[src/rtl/j1_io_pkg.sv]
// Shared definitions for the j1 I/O bus slaves.
// Address map, UART status bit positions, RX FSM states.
package j1_io_pkg;

  localparam logic [15:0] IO_UART_DATA = 16'h1000;
  localparam logic [15:0] IO_UART_STAT = 16'h2000;

  localparam int ST_TX_RDY   = 0;
  localparam int ST_RX_AVAIL = 1;
  localparam int ST_RX_OVR   = 2;
  localparam int ST_RX_FERR  = 3;

  typedef enum logic [1:0] {
    RX_IDLE,
    RX_START,
    RX_DATA,
    RX_STOP
  } rx_state_e;

endpackage

[src/rtl/uart_rx_fifo.sv]
// Byte FIFO between the UART receiver and the j1 I/O bus.
// Pushes into a full FIFO and pops from an empty one are ignored.
module uart_rx_fifo #(
  parameter int DEPTH = 8
) (
  input  logic                     clk,
  input  logic                     resetq,
  input  logic                     push,
  input  logic                     pop,
  input  logic [7:0]               wdata,
  output logic [7:0]               rdata,
  output logic                     full,
  output logic                     empty,
  output logic [$clog2(DEPTH):0]   count
);

  localparam int AW = $clog2(DEPTH);
  localparam logic [AW:0] FULL_CNT = DEPTH[AW:0];

  logic [7:0]    mem [DEPTH];
  logic [AW-1:0] wptr;
  logic [AW-1:0] rptr;
  logic [AW:0]   cnt;
  logic          do_push;
  logic          do_pop;

  assign full    = (cnt == FULL_CNT);
  assign empty   = (cnt == '0);
  assign count   = cnt;
  assign rdata   = mem[rptr];
  assign do_push = push && !full;
  assign do_pop  = pop && !empty;

  always_ff @(posedge clk) begin
    if (do_push) mem[wptr] <= wdata;
  end

  always_ff @(posedge clk or negedge resetq) begin
    if (!resetq) begin
      wptr <= '0;
      rptr <= '0;
      cnt  <= '0;
    end else begin
      if (do_push) wptr <= wptr + AW'(1);
      if (do_pop)  rptr <= rptr + AW'(1);
      unique case ({do_push, do_pop})
        2'b10:   cnt <= cnt + (AW+1)'(1);
        2'b01:   cnt <= cnt - (AW+1)'(1);
        default: cnt <= cnt;
      endcase
    end
  end

endmodule

[src/rtl/j1_uart_io.sv]
// j1 I/O-bus UART: registered bus decode, TX holding register
// plus shifter, 2-flop synchronised RX sampler feeding a FIFO.
module j1_uart_io
  import j1_io_pkg::*;
#(
  parameter int CLKS_PER_BIT = 234,
  parameter int RX_DEPTH     = 8
) (
  input  logic        clk,
  input  logic        resetq,
  input  logic        io_rd,
  input  logic        io_wr,
  input  logic [15:0] mem_addr,
  input  logic [15:0] dout,
  output logic [15:0] io_din,
  input  logic        uart_rx,
  output logic        uart_tx
);

  localparam int AW = $clog2(RX_DEPTH);
  localparam logic [15:0] BIT_LAST  = 16'(CLKS_PER_BIT - 1);
  localparam logic [15:0] HALF_LAST = 16'(CLKS_PER_BIT / 2 - 1);

  logic        rd_q, wr_q;
  logic [15:0] addr_q, data_q;

  always_ff @(posedge clk or negedge resetq) begin
    if (!resetq) begin
      rd_q   <= 1'b0;
      wr_q   <= 1'b0;
      addr_q <= '0;
      data_q <= '0;
    end else begin
      rd_q   <= io_rd;
      wr_q   <= io_wr;
      addr_q <= mem_addr;
      data_q <= dout;
    end
  end

  logic sel_data, sel_stat;
  logic wr_data, rd_data, rd_stat;

  assign sel_data = (addr_q[15:12] == IO_UART_DATA[15:12]);
  assign sel_stat = (addr_q[15:12] == IO_UART_STAT[15:12]);
  assign wr_data  = wr_q && sel_data;
  assign rd_data  = rd_q && sel_data;
  assign rd_stat  = rd_q && sel_stat;

  logic        hold_full;
  logic [7:0]  hold_byte;
  logic        tx_busy, tx_q;
  logic [15:0] tx_cnt;
  logic [3:0]  tx_idx;
  logic [7:0]  tx_sr;
  logic        tx_bit_end, tx_frame_end, tx_take;

  assign tx_bit_end   = tx_busy && (tx_cnt == BIT_LAST);
  assign tx_frame_end = tx_bit_end && (tx_idx == 4'd9);
  assign tx_take      = hold_full && (!tx_busy || tx_frame_end);
  assign uart_tx      = tx_q;

  always_ff @(posedge clk or negedge resetq) begin
    if (!resetq) begin
      hold_full <= 1'b0;
      hold_byte <= '0;
    end else begin
      if (tx_take) hold_full <= 1'b0;
      if (wr_data && !hold_full) begin
        hold_full <= 1'b1;
        hold_byte <= data_q[7:0];
      end
    end
  end

  // Stop bit falls out of the shifter by back-filling ones.
  always_ff @(posedge clk or negedge resetq) begin
    if (!resetq) begin
      tx_busy <= 1'b0;
      tx_q    <= 1'b1;
      tx_cnt  <= '0;
      tx_idx  <= '0;
      tx_sr   <= '0;
    end else if (tx_take) begin
      tx_busy <= 1'b1;
      tx_q    <= 1'b0;
      tx_cnt  <= '0;
      tx_idx  <= '0;
      tx_sr   <= hold_byte;
    end else if (!tx_busy || tx_frame_end) begin
      tx_busy <= 1'b0;
      tx_q    <= 1'b1;
      tx_cnt  <= '0;
    end else if (tx_bit_end) begin
      tx_cnt  <= '0;
      tx_idx  <= tx_idx + 4'd1;
      tx_q    <= tx_sr[0];
      tx_sr   <= {1'b1, tx_sr[7:1]};
    end else begin
      tx_cnt  <= tx_cnt + 16'd1;
    end
  end

  logic        rx_s1, rx_s2, rx_s3;
  rx_state_e   rx_state, rx_next;
  logic [15:0] rx_cnt;
  logic [2:0]  rx_idx;
  logic [7:0]  rx_sr;
  logic        rx_fall, rx_half, rx_full;
  logic        rx_shift, rx_push, rx_ferr;

  always_ff @(posedge clk or negedge resetq) begin
    if (!resetq) begin
      rx_s1 <= 1'b1;
      rx_s2 <= 1'b1;
      rx_s3 <= 1'b1;
    end else begin
      rx_s1 <= uart_rx;
      rx_s2 <= rx_s1;
      rx_s3 <= rx_s2;
    end
  end

  assign rx_fall = rx_s3 && !rx_s2;
  assign rx_half = (rx_state == RX_START) && (rx_cnt == HALF_LAST);
  assign rx_full = ((rx_state == RX_DATA) || (rx_state == RX_STOP))
                   && (rx_cnt == BIT_LAST);

  always_ff @(posedge clk or negedge resetq) begin
    if (!resetq) rx_state <= RX_IDLE;
    else         rx_state <= rx_next;
  end

  always_comb begin
    rx_next = rx_state;
    unique case (rx_state)
      RX_IDLE:  if (rx_fall) rx_next = RX_START;
      RX_START: if (rx_half) rx_next = rx_s2 ? RX_IDLE : RX_DATA;
      RX_DATA:  if (rx_full && rx_idx == 3'd7) rx_next = RX_STOP;
      RX_STOP:  if (rx_full) rx_next = RX_IDLE;
      default:  rx_next = RX_IDLE;
    endcase
  end

  always_comb begin
    rx_shift = 1'b0;
    rx_push  = 1'b0;
    rx_ferr  = 1'b0;
    unique case (rx_state)
      RX_DATA: rx_shift = rx_full;
      RX_STOP: begin
        rx_push = rx_full && rx_s2;
        rx_ferr = rx_full && !rx_s2;
      end
      default: ;
    endcase
  end

  always_ff @(posedge clk or negedge resetq) begin
    if (!resetq) begin
      rx_cnt <= '0;
      rx_idx <= '0;
      rx_sr  <= '0;
    end else begin
      if (rx_state == RX_IDLE || rx_half || rx_full) rx_cnt <= '0;
      else                                           rx_cnt <= rx_cnt + 16'd1;
      if (rx_state == RX_START) rx_idx <= '0;
      else if (rx_shift)        rx_idx <= rx_idx + 3'd1;
      if (rx_shift) rx_sr <= {rx_s2, rx_sr[7:1]};
    end
  end

  logic [7:0]  fifo_rdata;
  logic        fifo_full, fifo_empty;
  logic [AW:0] fifo_count;

  uart_rx_fifo #(.DEPTH(RX_DEPTH)) u_fifo (
    .clk    (clk),
    .resetq (resetq),
    .push   (rx_push),
    .pop    (rd_data),
    .wdata  (rx_sr),
    .rdata  (fifo_rdata),
    .full   (fifo_full),
    .empty  (fifo_empty),
    .count  (fifo_count)
  );

  logic ovr_q, ferr_q;

  // A new event on the clearing edge wins over the clear.
  always_ff @(posedge clk or negedge resetq) begin
    if (!resetq) begin
      ovr_q  <= 1'b0;
      ferr_q <= 1'b0;
    end else begin
      if (rx_push && fifo_full) ovr_q <= 1'b1;
      else if (rd_stat)         ovr_q <= 1'b0;
      if (rx_ferr)              ferr_q <= 1'b1;
      else if (rd_stat)         ferr_q <= 1'b0;
    end
  end

  logic [15:0] status;

  always_comb begin
    status              = '0;
    status[ST_TX_RDY]   = !hold_full;
    status[ST_RX_AVAIL] = !fifo_empty;
    status[ST_RX_OVR]   = ovr_q;
    status[ST_RX_FERR]  = ferr_q;
  end

  always_comb begin
    io_din = '0;
    unique case (1'b1)
      sel_data: io_din = {8'h00, fifo_empty ? 8'h00 : fifo_rdata};
      sel_stat: io_din = status;
      default:  io_din = '0;
    endcase
  end

  logic unused_bits;
  assign unused_bits = ^{addr_q[11:0], data_q[15:8], fifo_count};

endmodule
[config.mk]
export PLATFORM = sky130hd
export DESIGN_NAME = j1_uart_io
export DESIGN_NICKNAME = d
export VERILOG_FILES = /design/src/rtl/j1_io_pkg.sv /design/src/rtl/uart_rx_fifo.sv /design/src/rtl/j1_uart_io.sv
export SDC_FILE = /design/constraint.sdc
export NUM_CORES = 1
export LEC_CHECK = 0
export CORE_ASPECT_RATIO = 1.1
export CORE_UTILIZATION = 60
export CTS_BUF_LIST = sky130_fd_sc_hd__clkbuf_2 sky130_fd_sc_hd__clkbuf_4 sky130_fd_sc_hd__clkbuf_8
export DETAILED_ROUTE_END_ITERATION = 16
export PLACE_DENSITY_LB_ADDON = 0.08
export SYNTH_ARGS = -nofsm -noshare
export SYNTH_HDL_FRONTEND = slang
export SYNTH_SLANG_ARGS = --single-unit
[constraint.sdc]
create_clock -name clk -period 3.8 [get_ports clk]
set_input_delay 0.76 -clock clk [delete_from_list [all_inputs] [get_ports clk]]
set_output_delay 0.76 -clock clk [all_outputs]
set_load 0.02 [all_outputs]
==> results of run 1 <==
-- sequential cells by signal, summed over array words and instances, names as in the netlist, 8 cells and up, named ones only --
signal / count
u_fifo.mem: 64
rx_cnt: 16
tx_cnt: 16
data_q: 8
hold_byte: 8
rx_sr: 8
tx_sr: 8
-- where the power goes --
group | internal [W] | total [W] | switching, W
Clock | 0.000545 | 0.00120 | 0.000654
Combinational | 0.000242 | 0.000467 | 0.000225
Sequential | 0.00195 | 0.00216 | 0.000206
-- layer usage --
layer | vias to the layer above | track usage | share of wire
met5 | - | 0 | 0
met4 | 0 | 0.0758 | 0.0089
met3 | 12 | 0.0543 | 0.026
met2 | 49 | 0.394 | 0.52
met1 | 2230 | 0.297 | 0.45
li1 | 2085 | - | -
-- worst paths after layout --
kind | from | endpoint | slack, ns | cells after the start
max | u_fifo.count[1] | io_din[2] | 0.42 | 4
min | rx_s1 | rx_s2 | 0.35 | 0
max reg2reg | rx_cnt[12] | u_fifo.count[2] | 0.64 | 10
min reg2reg | rx_s1 | rx_s2 | 0.35 | 0
max in group asynchronous | resetq | tx_cnt[6] | 2.61 | 2
min in group asynchronous | resetq | tx_sr[2] | 0.45 | 1
-- Yosys cell counts, types with 9 or more instances --
library cell,count,area (sq um)
dfrtp_1,93,2330
edfxtp_1,64,1920
nor2_1,39,146
mux2i_1,24,240
nand2_1,24,90.1
nor3_1,24,120
xnor2_1,22,193
mux2_2,19,214
nand3_1,18,90.1
mux4_2,16,360
inv_1,15,56.3
nand4_1,15,93.8
clkbuf_1,14,52.6
ha_1,14,175
o21ai_0,14,70.1
nor4_1,13,81.3
xor2_1,13,114
buf_4,9,67.6
-- metrics by stage --
| stage | cells | total power (W) | worst slack [ns] | area [sq um] | hold WS, ns |
|---|---|---|---|---|---|
| floorplan | 548 | 0.00251 | 1.04 | 7260 | 0.345 |
| global placement | 710 | 0.00262 | 0.753 | 7660 | 0.346 |
| detailed placement | 710 | 0.00265 | 0.659 | 7660 | 0.355 |
| CTS | 742 | 0.00384 | 0.386 | 8040 | 0.353 |
| global route | 742 | 0.00400 | 0.243 | 8040 | 0.348 |
| finish | 742 | 0.00382 | 0.422 | 8040 | 0.354 |
-- layout make-up --
class | count | area [sq um]
repair buffers | 41 | 368
multi-input cells | 343 | 2700
flip-flops and latches | 161 | 4350
fillers | 834 | 3550
inverters | 15 | 56.3
well taps | 150 | 188
clock inverters | 14 | 130
clock buffers | 18 | 248
-- cell families (layout without fill, tap and decap cells) --
group,after synthesis,count (layout)
mux,59,59
compound gates,53,53
buf+inv,44,88
flops,161,161
fa+ha+maj,14,14
simple gates,174,174
xor+xnor,35,35
other cells,1,8
-- cells in the final DEF (no fill, tap or decap), types with 15 or more instances in the layout --
cell type and instances:
inv_1 15, xnor2_1 22, edfxtp_1 64, buf_4 17, nand4_1 15, mux2i_1 24, dfrtp_1 93, clkbuf_8 18
clkdlybuf4s50_1 24, nor2_1 39, nor3_1 24, nand3_1 18, nand2_1 24, mux2_2 19, mux4_2 16
==> summary.txt, run 1 <==
PwrDens - 475 nW/um^2
vias in the first global route - 4349
fin nets - 630
Max Fclk - 296 MHz
Mapped Avg Cell Area - 13.4 sq um
GRT Util Overall - 0.232
Top FF cell, synth - dfrtp_1
Initial DRT Pass Iterations - 7
post-synth design cell area - 7230 sq um
clk sinks - 161
Worst-Skew Late Latency - 0.45 ns
crit path kind - flop to primary output
Clock H-tree levels - 4
Final Cycle Share - 0.889
max-slew violation count - 0
Post-Synth Adder-Cell Area - 0.0242
FP Rows - 41
clock slew at reported path FFs - 0.08 ns
vias post-DR - 4376
CP endpoint kind - primary output
Antenna diodes - 0
RSZ-0062 raised after global routing - no
Post-synth EDFFs - 64
status - finished clean
IO Count - 54
Worst Path Required - 3.04 ns
main combinational cell family by area after synthesis - simple AND/OR/NAND/NOR gates
#FFs+latches synth - 161
setup_tns - 0 ns
post-cts repair resize count - 0
final core occ - 0.694
Slowest-stage cell, CP - clkdlybuf4s50_1
Via density - 5.90
Post-Route Skew - 0.0122 ns
Post-Synth XOR/XNOR Area - 0.0424
initial antenna violation count - 0
Worst path max stage delay - 0.58 ns
Critical Path Start Type - flop
Post-Synthesis Cells - 541
GR Overflow Total - 0
Clock Path Buffers - 2
input/output buffers - 25
Worst EP arrival - 2.62 ns
DIE AREA - 12500 sq um
Synth cell types - 61
routability congestion estimate - 0.782
cts hold-fix bufs - 0
pin count of the biggest net entering global routing - 76
total leakage power - 3.05 nW
number of CTS-inserted buffers - 17
Detail Route Antenna Nets - 0
mux contribution to synthesized area - 0.113
Initial Utilization - 0.624
Final Hold Fails - 0
CP bufs+invs - 1
first-pass GRT wire length - 21.5 mm
measured slew at the worst slew-check pin - 1.07 ns
VDD IR max - 0.304 mV
Hold WC Path Type - flop to flop
DRT Wirelength - 13.3 mm
Syn-to-layout area delta - 11.2%
Final min period - 3.38 ns
CP Cell Sequence - nor4_1, nand2b_1, o21ai_0, clkdlybuf4s50_1
core area - 11600 sq um
endpoints failing setup - 0
Avg WL per Cell - 18.0 um
DP Wirelength - 8.57 mm
Post CTS Setup Buffer Count - 0
ys async rst share - 0.602
ratio of cells with drive above 1 in the final layout - 0.164
clock root cell - clkbuf_8
First DRT Iteration DRCs - 253
maximum fanout along the worst path - 8
CTS tree - built
Synth Area in Compound Gates - 0.0555
Die Span Y - 117 um
Slew Limit Headroom - 0.287
Post-Synth Simple-Gate Area - 0.133
Largest delay share family, worst path - simple AND/OR/NAND/NOR gates
DRC Markers - 0
warnings from Yosys - 0
Die W - 107 um
Seq/Total Area, Yosys - 0.602
max cap viols - 0
(Power assumes the default switching activity.)
==> run 2, diff against run 1 <==
--- a/config.mk
+++ b/config.mk
@@ -5,11 +5,12 @@
 export SDC_FILE = /design/constraint.sdc
 export NUM_CORES = 1
 export LEC_CHECK = 0
+export CAP_MARGIN = 10
 export CORE_ASPECT_RATIO = 1.1
 export CORE_UTILIZATION = 60
 export CTS_BUF_LIST = sky130_fd_sc_hd__clkbuf_2 sky130_fd_sc_hd__clkbuf_4 sky130_fd_sc_hd__clkbuf_8
 export DETAILED_ROUTE_END_ITERATION = 16
-export PLACE_DENSITY_LB_ADDON = 0.08
+export PLACE_DENSITY = 0.81
 export SYNTH_ARGS = -nofsm -noshare
 export SYNTH_HDL_FRONTEND = slang
 export SYNTH_SLANG_ARGS = --single-unit
==> run 2 against run 1 <==
Hold slack better by 0.0046 ns. Non-clock buffer count down 2. Critical path depth unchanged. Clock skew down 0.0023 ns. Global-route usage about the same. Highest routed layer unchanged.
==> summary.txt, run 2 (synthesized netlist as in run 1, its figures left out) <==
status - finished clean
sequential cell area - 4350 sq um (unchanged)
ratio of cells with drive above 1 in the final layout - 0.156 (-0.00792)
Worst-Skew Late Latency - 0.46 ns (about the same)
Clock H-tree levels - 4 (unchanged)
Hold Slack - 0.359 ns (+0.00462 ns)
measured slew at the worst slew-check pin - 1.05 ns (-0.0160 ns)
Die W - 107 um (unchanged)
Worst Path Required - 3.04 ns (about the same)
DRT Wirelength - 13.2 mm (-0.68%)
Final Cycle Share - 0.938 (+0.0488)
max cap viols - 0 (unchanged)
biggest regs - u_fifo.mem (64), rx_cnt (16), tx_cnt (16)
vias in the first global route - 4454 (+2.4%)
clk sinks - 161 (unchanged)
crit path kind - flop to primary output
Hold WC Path Type - flop to flop
PwrDens - 473 nW/um^2 (-0.39%)
first-pass GRT wire length - 21.4 mm (-0.19%)
fin nets - 628 (-0.32%)
Reg with most FFs - u_fifo.mem
highest-count cells in the layout ignoring fill and taps - dfrtp_1, edfxtp_1, nor2_1
pin count of the biggest net entering global routing - 72 (-5.3%)
Worst R2R Path Depth - 10 (unchanged)
max reg flops - 64 (unchanged)
Detail Route Antenna Nets - 0 (unchanged)
endpoints failing setup - 0 (unchanged)
VDD IR max - 0.334 mV (+10%)
area occupied by multi-input gates - 2690 sq um (-0.23%)
Initial Utilization - 0.624 (unchanged)
GRT Util Overall - 0.231 (-0.000456)
Avg WL per Cell - 17.9 um (-0.41%)
DP Wirelength - 8.77 mm (+2.3%)
input/output buffers - 25 (unchanged)
core area - 11600 sq um (unchanged)
Die Span Y - 117 um (unchanged)
CTS tree - built
worst reg2reg path endpoint - u_fifo.count[2]
CP endpoint kind - primary output
clock slew at reported path FFs - 0.08 ns (about the same)
Syn-to-layout area delta - 10.8%
Worst EP arrival - 2.80 ns (+0.18 ns)
DRC Markers - 0 (unchanged)
Critical Path Start Type - flop
total leakage power - 3.03 nW (-0.57%)
Max Fclk - 281 MHz (-5.2%)
First DRT Iteration DRCs - 343 (+36%)
CP Launch Point - u_fifo.rptr[1]
routability congestion estimate - 0.818 (+4.6%)
Clock Path Buffers - 2 (unchanged)
Post-Layout Cell Count - 740 (-0.27%)
reg-to-reg slack, setup - 0.65 ns (about the same)
Post-Route Skew - 0.00988 ns (-0.00228 ns)
Antenna diodes - 0 (unchanged)
Final Hold Fails - 0 (unchanged)
setup_tns - 0 ns (unchanged)
Reg-to-Reg Start - rx_cnt[12]
Worst Setup EP - io_din[1]
cts hold-fix bufs - 0 (unchanged)
FILL cells - 809 (-3.0%)
max-slew violation count - 0 (unchanged)
vias post-DR - 4449 (+1.7%)
maximum fanout along the worst path - 18 (+10)
Final min period - 3.56 ns (+0.185 ns)
GR Overflow Total - 0 (unchanged)
number of CTS-inserted buffers - 17 (unchanged)
initial antenna violation count - 0 (unchanged)
Post CTS Setup Buffer Count - 0 (unchanged)
IO Count - 54 (unchanged)
DIE AREA - 12500 sq um (unchanged)
Placed Cells - 708 (-0.28%)
post-cts repair resize count - 0 (unchanged)
placed instance area - 7640 sq um (-0.28%)
FP Rows - 41 (unchanged)
Initial DRT Pass Iterations - 4 (-3)
fin area - 8010 sq um (-0.40%)
most common cell after layout, fill and taps aside - dfrtp_1
Slew Limit Headroom - 0.297 (+0.0105)
RSZ-0062 raised after global routing - no
Via density - 6.01 (+1.9%)
clock root cell - clkbuf_8
final core occ - 0.691 (-0.00281)
==> run 2: cell count changes in the layout (fill, tap and decap cells not counted), sizes merged <==
cell	delta
buf	-2
clkbuf	-1
clkinv	+1
clkinvlp	-1
inv	+1
==> run 2: stage by stage <==
| stage | total power [W] | worst slack (ns) |
|---|---|---|
| after floorplan | 0.00251 | 1.04 |
| after global placement | 0.00261 | 0.731 |
| after detailed placement | 0.00266 | 0.640 |
| after CTS | 0.00381 | 0.207 |
| after global routing | 0.00397 | 0.131 |
| final | 0.00379 | 0.237 |
==> run 2: cell type report <==
| cell class | count | area share |
|---|---|---|
| inverter | 15 | 0.00703 |
| clock inverter | 15 | 0.0166 |
| multi-input combinational | 343 | 0.336 |
| timing repair buffer | 39 | 0.0441 |
| clock buffer | 17 | 0.0292 |
| sequential | 161 | 0.544 |
| tap | 150 | 0.0234 |
==> run 2: routing by layer <==
layer / wire length, um / up-vias / track usage
met5: 0 / - / 0
met1: 5450 / 2246 / 0.268
li1: - / 2080 / -
met3: 466 / 29 / 0.0515
met4: 276 / 0 / 0.101
met2: 7040 / 94 / 0.415
==> run 2: critical path, cell delays in order (launching register included) <==
cell and delay, ns:
dfrtp_1 0.90, mux4_2 0.59, mux2i_1 0.15, o22ai_1 0.13, clkdlybuf4s50_1 0.58
==> run 2: how the worst min path moves through the flow <==
stage | depth (start not counted) | end | from | slack (ns)
after floorplan | 0 | rx_s2 | rx_s1 | 0.35
after global placement | 0 | rx_s2 | rx_s1 | 0.35
after detailed placement | 0 | rx_s2 | rx_s1 | 0.35
after CTS | 0 | rx_s2 | rx_s1 | 0.36
after global routing | 0 | rx_s2 | rx_s1 | 0.37
final | 0 | rx_s2 | rx_s1 | 0.36
==> run 2: power breakdown <==
group	internal, W	leakage, nW	total [W]	switching (W)
clock network	0.000523	0.183	0.00117	0.000647
logic	0.000243	1.14	0.000468	0.000226
registers	0.00195	1.71	0.00215	0.000202
total	0.00272	3.03	0.00379	0.00107
